### src/rtl/ms_access_ctl_pkg.sv
// Shared main-store package: default store geometry, access FSM encoding and
// a helper for sizing the per-word bit counter.
package ms_access_ctl_pkg;

  localparam int unsigned MS_WORD_LENGTH = 20;
  localparam int unsigned MS_ADDR_BITS   = 5;

  localparam int unsigned ST_W = 3;

  localparam logic [ST_W-1:0] ST_IDLE   = 3'd0;
  localparam logic [ST_W-1:0] ST_SETUP  = 3'd1;
  localparam logic [ST_W-1:0] ST_BIT_LO = 3'd2;
  localparam logic [ST_W-1:0] ST_BIT_HI = 3'd3;
  localparam logic [ST_W-1:0] ST_DONE   = 3'd4;

  // A one-bit word still needs a one-bit counter.
  function automatic int unsigned cnt_width(input int unsigned n);
    return (n > 1) ? $clog2(n) : 1;
  endfunction

endpackage

### src/rtl/ms_bit_shifter.sv
// LSB-first word shift register shared by write serialisation and read capture;
// the serial input enters at the MSB so a full word of shifts lands bit 0 at bit 0.
module ms_bit_shifter
  import ms_access_ctl_pkg::*;
#(
  parameter int unsigned WORD_LENGTH = MS_WORD_LENGTH
) (
  input  logic                   clk,
  input  logic                   rst,
  input  logic                   load,
  input  logic [WORD_LENGTH-1:0] load_word,
  input  logic                   shift,
  input  logic                   serial_in,
  output logic [WORD_LENGTH-1:0] word_next_c
);

  logic [WORD_LENGTH-1:0] word;

  always_comb begin
    word_next_c = word;
    if (load) begin
      word_next_c = load_word;
    end else if (shift) begin
      word_next_c = (word >> 1) | (WORD_LENGTH'(serial_in) << (WORD_LENGTH - 1));
    end
  end

  always_ff @(posedge clk or posedge rst) begin
    if (rst) begin
      word <= '0;
    end else begin
      word <= word_next_c;
    end
  end

endmodule

### src/rtl/ms_access_ctl.sv
// Main-store access controller: serialises one word per request to/from the
// bit-serial store, two clocks (digit low/high) per bit, LSB first.
module ms_access_ctl
  import ms_access_ctl_pkg::*;
#(
  parameter int unsigned WORD_LENGTH = MS_WORD_LENGTH,
  parameter int unsigned ADDR_BITS   = MS_ADDR_BITS
) (
  input  logic                   clk,
  input  logic                   rst,
  input  logic                   req,
  input  logic                   we,
  input  logic [ADDR_BITS-1:0]   addr,
  input  logic [WORD_LENGTH-1:0] wdata,
  output logic                   ready,
  output logic                   done,
  output logic [WORD_LENGTH-1:0] rdata,
  output logic [ADDR_BITS-1:0]   ms_addr,
  output logic                   ms_xtb,
  output logic                   ms_dpg,
  output logic                   ms_zero,
  output logic                   ms_data_in,
  input  logic                   ms_data_out
);

  localparam int unsigned CNT_W = cnt_width(WORD_LENGTH);
  localparam logic [CNT_W-1:0] LAST_BIT = CNT_W'(WORD_LENGTH - 1);

  logic [ST_W-1:0]        state, state_next;
  logic [CNT_W-1:0]       cnt, cnt_next;
  logic                   we_q;
  logic [ADDR_BITS-1:0]   addr_q;

  logic                   load, shift;
  logic [WORD_LENGTH-1:0] word_next_c;

  logic                   accept;
  logic                   cur_we;
  logic [ADDR_BITS-1:0]   cur_addr;
  logic                   active_next, bit_phase_next;
  logic                   ready_next, done_next, dpg_next, xtb_next;
  logic                   zero_next, data_in_next, rdata_load;
  logic [ADDR_BITS-1:0]   ms_addr_next;

  ms_bit_shifter #(
    .WORD_LENGTH (WORD_LENGTH)
  ) u_shifter (
    .clk         (clk),
    .rst         (rst),
    .load        (load),
    .load_word   (wdata),
    .shift       (shift),
    .serial_in   (ms_data_out),
    .word_next_c (word_next_c)
  );

  always_ff @(posedge clk or posedge rst) begin
    if (rst) begin
      state <= ST_IDLE;
    end else begin
      state <= state_next;
    end
  end

  // Next state, bit counter and shifter control.
  always_comb begin
    state_next = state;
    cnt_next   = cnt;
    load       = 1'b0;
    shift      = 1'b0;
    case (state)
      ST_IDLE: begin
        if (req) begin
          state_next = ST_SETUP;
          cnt_next   = '0;
          load       = 1'b1;
        end
      end
      ST_SETUP:  state_next = ST_BIT_LO;
      ST_BIT_LO: state_next = ST_BIT_HI;
      ST_BIT_HI: begin
        shift = 1'b1;
        if (cnt == LAST_BIT) begin
          state_next = ST_DONE;
        end else begin
          state_next = ST_BIT_LO;
          cnt_next   = cnt + CNT_W'(1);
        end
      end
      ST_DONE:   state_next = ST_IDLE;
      default:   state_next = ST_IDLE;
    endcase
  end

  // Store-side outputs are computed for the state being entered so they are
  // registered yet line up with that state; in IDLE the raw request is used.
  always_comb begin
    accept         = (state == ST_IDLE) && req;
    cur_we         = accept ? we : we_q;
    cur_addr       = accept ? addr : addr_q;
    active_next    = (state_next == ST_SETUP) || (state_next == ST_BIT_LO) ||
                     (state_next == ST_BIT_HI);
    bit_phase_next = (state_next == ST_BIT_LO) || (state_next == ST_BIT_HI);
    ready_next     = (state_next == ST_IDLE);
    done_next      = (state_next == ST_DONE);
    dpg_next       = (state_next == ST_BIT_HI);
    xtb_next       = active_next && cur_we;
    ms_addr_next   = active_next ? cur_addr : '0;
    data_in_next   = bit_phase_next && cur_we && word_next_c[0];
    zero_next      = bit_phase_next && cur_we && !word_next_c[0];
    rdata_load     = (state == ST_BIT_HI) && (state_next == ST_DONE) && !we_q;
  end

  always_ff @(posedge clk or posedge rst) begin
    if (rst) begin
      cnt        <= '0;
      we_q       <= 1'b0;
      addr_q     <= '0;
      ready      <= 1'b1;
      done       <= 1'b0;
      rdata      <= '0;
      ms_addr    <= '0;
      ms_xtb     <= 1'b0;
      ms_dpg     <= 1'b0;
      ms_zero    <= 1'b0;
      ms_data_in <= 1'b0;
    end else begin
      cnt        <= cnt_next;
      ready      <= ready_next;
      done       <= done_next;
      ms_addr    <= ms_addr_next;
      ms_xtb     <= xtb_next;
      ms_dpg     <= dpg_next;
      ms_zero    <= zero_next;
      ms_data_in <= data_in_next;
      if (accept) begin
        we_q   <= we;
        addr_q <= addr;
      end
      if (rdata_load) begin
        rdata <= word_next_c;
      end
    end
  end

endmodule

### config.mk
export PLATFORM = sky130hd
export DESIGN_NAME = ms_access_ctl
export DESIGN_NICKNAME = d
export VERILOG_FILES = /design/src/rtl/ms_access_ctl_pkg.sv /design/src/rtl/ms_bit_shifter.sv /design/src/rtl/ms_access_ctl.sv
export SDC_FILE = /design/constraint.sdc
export NUM_CORES = 1
export LEC_CHECK = 0
export CORE_MARGIN = 2
export CORE_UTILIZATION = 30
export CTS_CLUSTER_DIAMETER = 30
export DETAILED_ROUTE_END_ITERATION = 8
export PLACE_DENSITY = 0.62
export SYNTH_ARGS = -nofsm -noshare
export SYNTH_HDL_FRONTEND = slang
export SYNTH_SLANG_ARGS = --single-unit
### constraint.sdc
create_clock -name clk -period 2.55 [get_ports clk]
set_input_delay 0.3825 -clock clk [delete_from_list [all_inputs] [get_ports clk]]
set_output_delay 0.3825 -clock clk [all_outputs]
set_load 0.1 [all_outputs]
==> reports/qor.yml <==
timing:
  max_slew_margin_pct: 44.8
  fin_skew_ns: 0.0111
  worst_slew_pin_slew_ns: 0.828
  finalSetupViolCount: 0
  hold_viol_final: 0
  finalCritPeriodShare_pct: 79.1
  rsz0062_at_grt: "false"
  finalSetupTns_ns: 0
  max_freq_mhz: 496
  slew_viol_final: 0
  fin_crit_ns: 2.02
critical_path:
  endpoint: "rdata[18]"
  cp_cell_sequence: "or4b_4 > buf_4 > o21ai_0 > a221oi_1 > o21ai_0"
  rr_startpoint: "state[0]"
  crit_type: "flop to flop"
  r2r_slack_ns: 0.53
  startpoint: "state[0]"
  worstReg2RegEnd: "rdata[18]"
  cp.buffers_inverters: 1
  endpoint_kind: "flop"
  critPathMaxFanout: 35
  cp_slowest_cell: "or4b_4"
  slowest_delay_ns: 0.77
  crit_required_ns: 2.80
  cp.arrival_ns: 2.27
  cp-start-kind: "flop"
  cp.depth: 5
  critical_path.most_common_cell: "o21ai_0"
  reg2reg_depth: 5
  crit_family: "simple AND/OR/NAND/NOR gates"
hold_path:
  min_path_type: "input port to asynchronous set/reset pin"
logic_synthesis:
  syn_nets: 298
  synth_seq_cells: 65
  yosysSeqAreaShare_pct: 58.4
  synthArstFlopShare_pct: 100
  synth.largest_area_cell: "dfrtp_1"
  synthCells: 267
  synth.top_cell.area_share_pct: 57.5
  syn_area_um2: 2790
  synth-edff-count: 0
  syn-mean-instance-area_um2: 10.4
  synth_ff_type: "dfrtp_1"
  ys_warn_count: 0
  synth_cell_type_count: 37
  synth.area.top_cells: "dfrtp_1 57%, o21ai_0 5.9%, nor2_1 5.3%"
drt:
  avgRoutedWirePerCell_um: 14.4
  drt-vias-per-instance: 4.71
  via_count: 2084
  drt_iter0_drc: 108
  postRouteWirelength_um: 6360
  drt_pass1_iterations: 4
  route.detailed.drc: 0
  drtAntennaViolNets: 0
clock_network:
  cts_buffer_depth: 2
  path_clk_slew_ns: 0.07
  htreeDepth: 3
  tritoncts: "yes"
  postCtsHoldBufs: 0
  cts.sinks: 65
  numCtsBuffers: 9
  ctsResizeCount: 0
  clock-root-buffer: "clkbuf_8"
  post_cts_buffers: 0
  clock_latency_ns: 0.34
grt:
  grt_pass1_wl_um: 10600
  use_met1_pct: 19.0
  track_usage_pct: 13.6
  grtUsageMet2_pct: 19.8
  antenna_found_initial: 0
  busiest_layer: "met2"
  gr-usage-met3_pct: 4.04
  grt_max_degree: 38
  first_global_vias: 2090
  grt_overflow_total: 0
cells_and_area:
  diodes: 0
  final_common_cell: "dfrtp_1"
  layout-drive-gt1-share_pct: 19.9
  multi_input_area_um2: 1000
  num-fill-cells: 890
  layout_common_cells: "64 x dfrtp_1, 39 x nor2_1, 37 x buf_4"
  fin_nets: 357
  regArea_um2: 1630
  syn_to_final_growth_pct: 30.7
floorplan:
  chipWidth_um: 100
  io_pins: 61
  start_util_pct: 30.6
  dieArea_um2: 10100
  die-height_um: 100
  core_um2: 9110
  rows: 35
run:
  cap_violations: 0
place:
  portBuffers: 60
  place_hpwl_um: 4380
  gp_congestion: 0.758
status:
  status: "completed"
-- area by class of cell --
| type | instances | area share, % |
|---|---|---|
| flip-flops and latches | 65 | 44.7 |
| multi-input cells | 167 | 27.5 |
| repair buffers | 66 | 15.6 |
| well taps | 111 | 3.81 |
| clock buffers | 10 | 3.51 |
| clock inverters | 6 | 3.16 |
| inverters | 17 | 1.75 |
-- per-stage QoR --
step	area [um^2]	utilization, %	worst slack [ns]	hold slack (ns)	cells
3_5_place_dp	3400	37.3	0.184	0.474	426
2_1_floorplan	2790	-	0.543	0.464	267
4_1_cts	3640	40.0	0.518	0.469	442
3_3_place_gp	3400	37.3	0.248	0.465	426
6_report	3640	40.0	0.534	0.451	442
5_1_grt	3640	40.0	0.327	0.497	442
-- registers in the layout, indices dropped and copies added, names as in the netlist --
signal / flops
u_shifter.word: 20
cnt: 5
ms_dpg: 1
state: 3
ready: 1
ms_xtb: 1
rdata: 20
ms_zero: 1
ms_data_in: 1
done: 1
ms_addr: 5
addr_q: 5
we_q: 1
-- cells in the mapped netlist, types with 3 or more instances --
cell and count:
mux2_4 5, a221oi_1 16, inv_1 17, clkbuf_1 10, mux2_2 4, and2_1 3, nor2_1 39, nor2b_1 4
o21ai_0 33, buf_2 4, o21a_1 7, nand3_1 3, dfrtp_1 64, nand2_1 24, buf_6 3
-- kinds of logic (layout without fill, tap and decap cells) --
family / count (synthesis) / count (layout) / share of synthesized area, %
AND/OR/NAND/NOR: 87 / 87 / 14.4
AO/OA/AOI/OAI: 67 / 67 / 15.7
flip-flops: 65 / 65 / 58.4
buffers and inverters: 35 / 99 / 5.70
multiplexers: 11 / 11 / 5.03
adder cells (fa/ha/maj): 1 / 1 / 0.449
XOR/XNOR: 1 / 1 / 0.314
-- tightest hold or removal path: stages --
cell and delay (ns):
clkdlybuf4s50_1 0.41, inv_2 0.06, buf_4 0.35
-- metal layers --
| metal | vias to the layer above | part of all wire, % |
|---|---|---|
| met5 | - | 0 |
| met4 | 0 | 1.6 |
| met3 | 6 | 4.7 |
| met2 | 56 | 48 |
| met1 | 990 | 46 |
| li1 | 1032 | - |
-- how the worst min path moves through the flow --
stage,to,cells after the start
6_report,ms_addr[4],3
5_1_grt,ms_addr[4],3
4_1_cts,ms_dpg,3
3_5_place_dp,rdata[8],2
3_3_place_gp,rdata[8],2
2_1_floorplan,addr_q[4],1
Power is left out: the tool's default activity adds up to more than one toggle a clock period on the data nets, which glitch-free logic cannot reach.
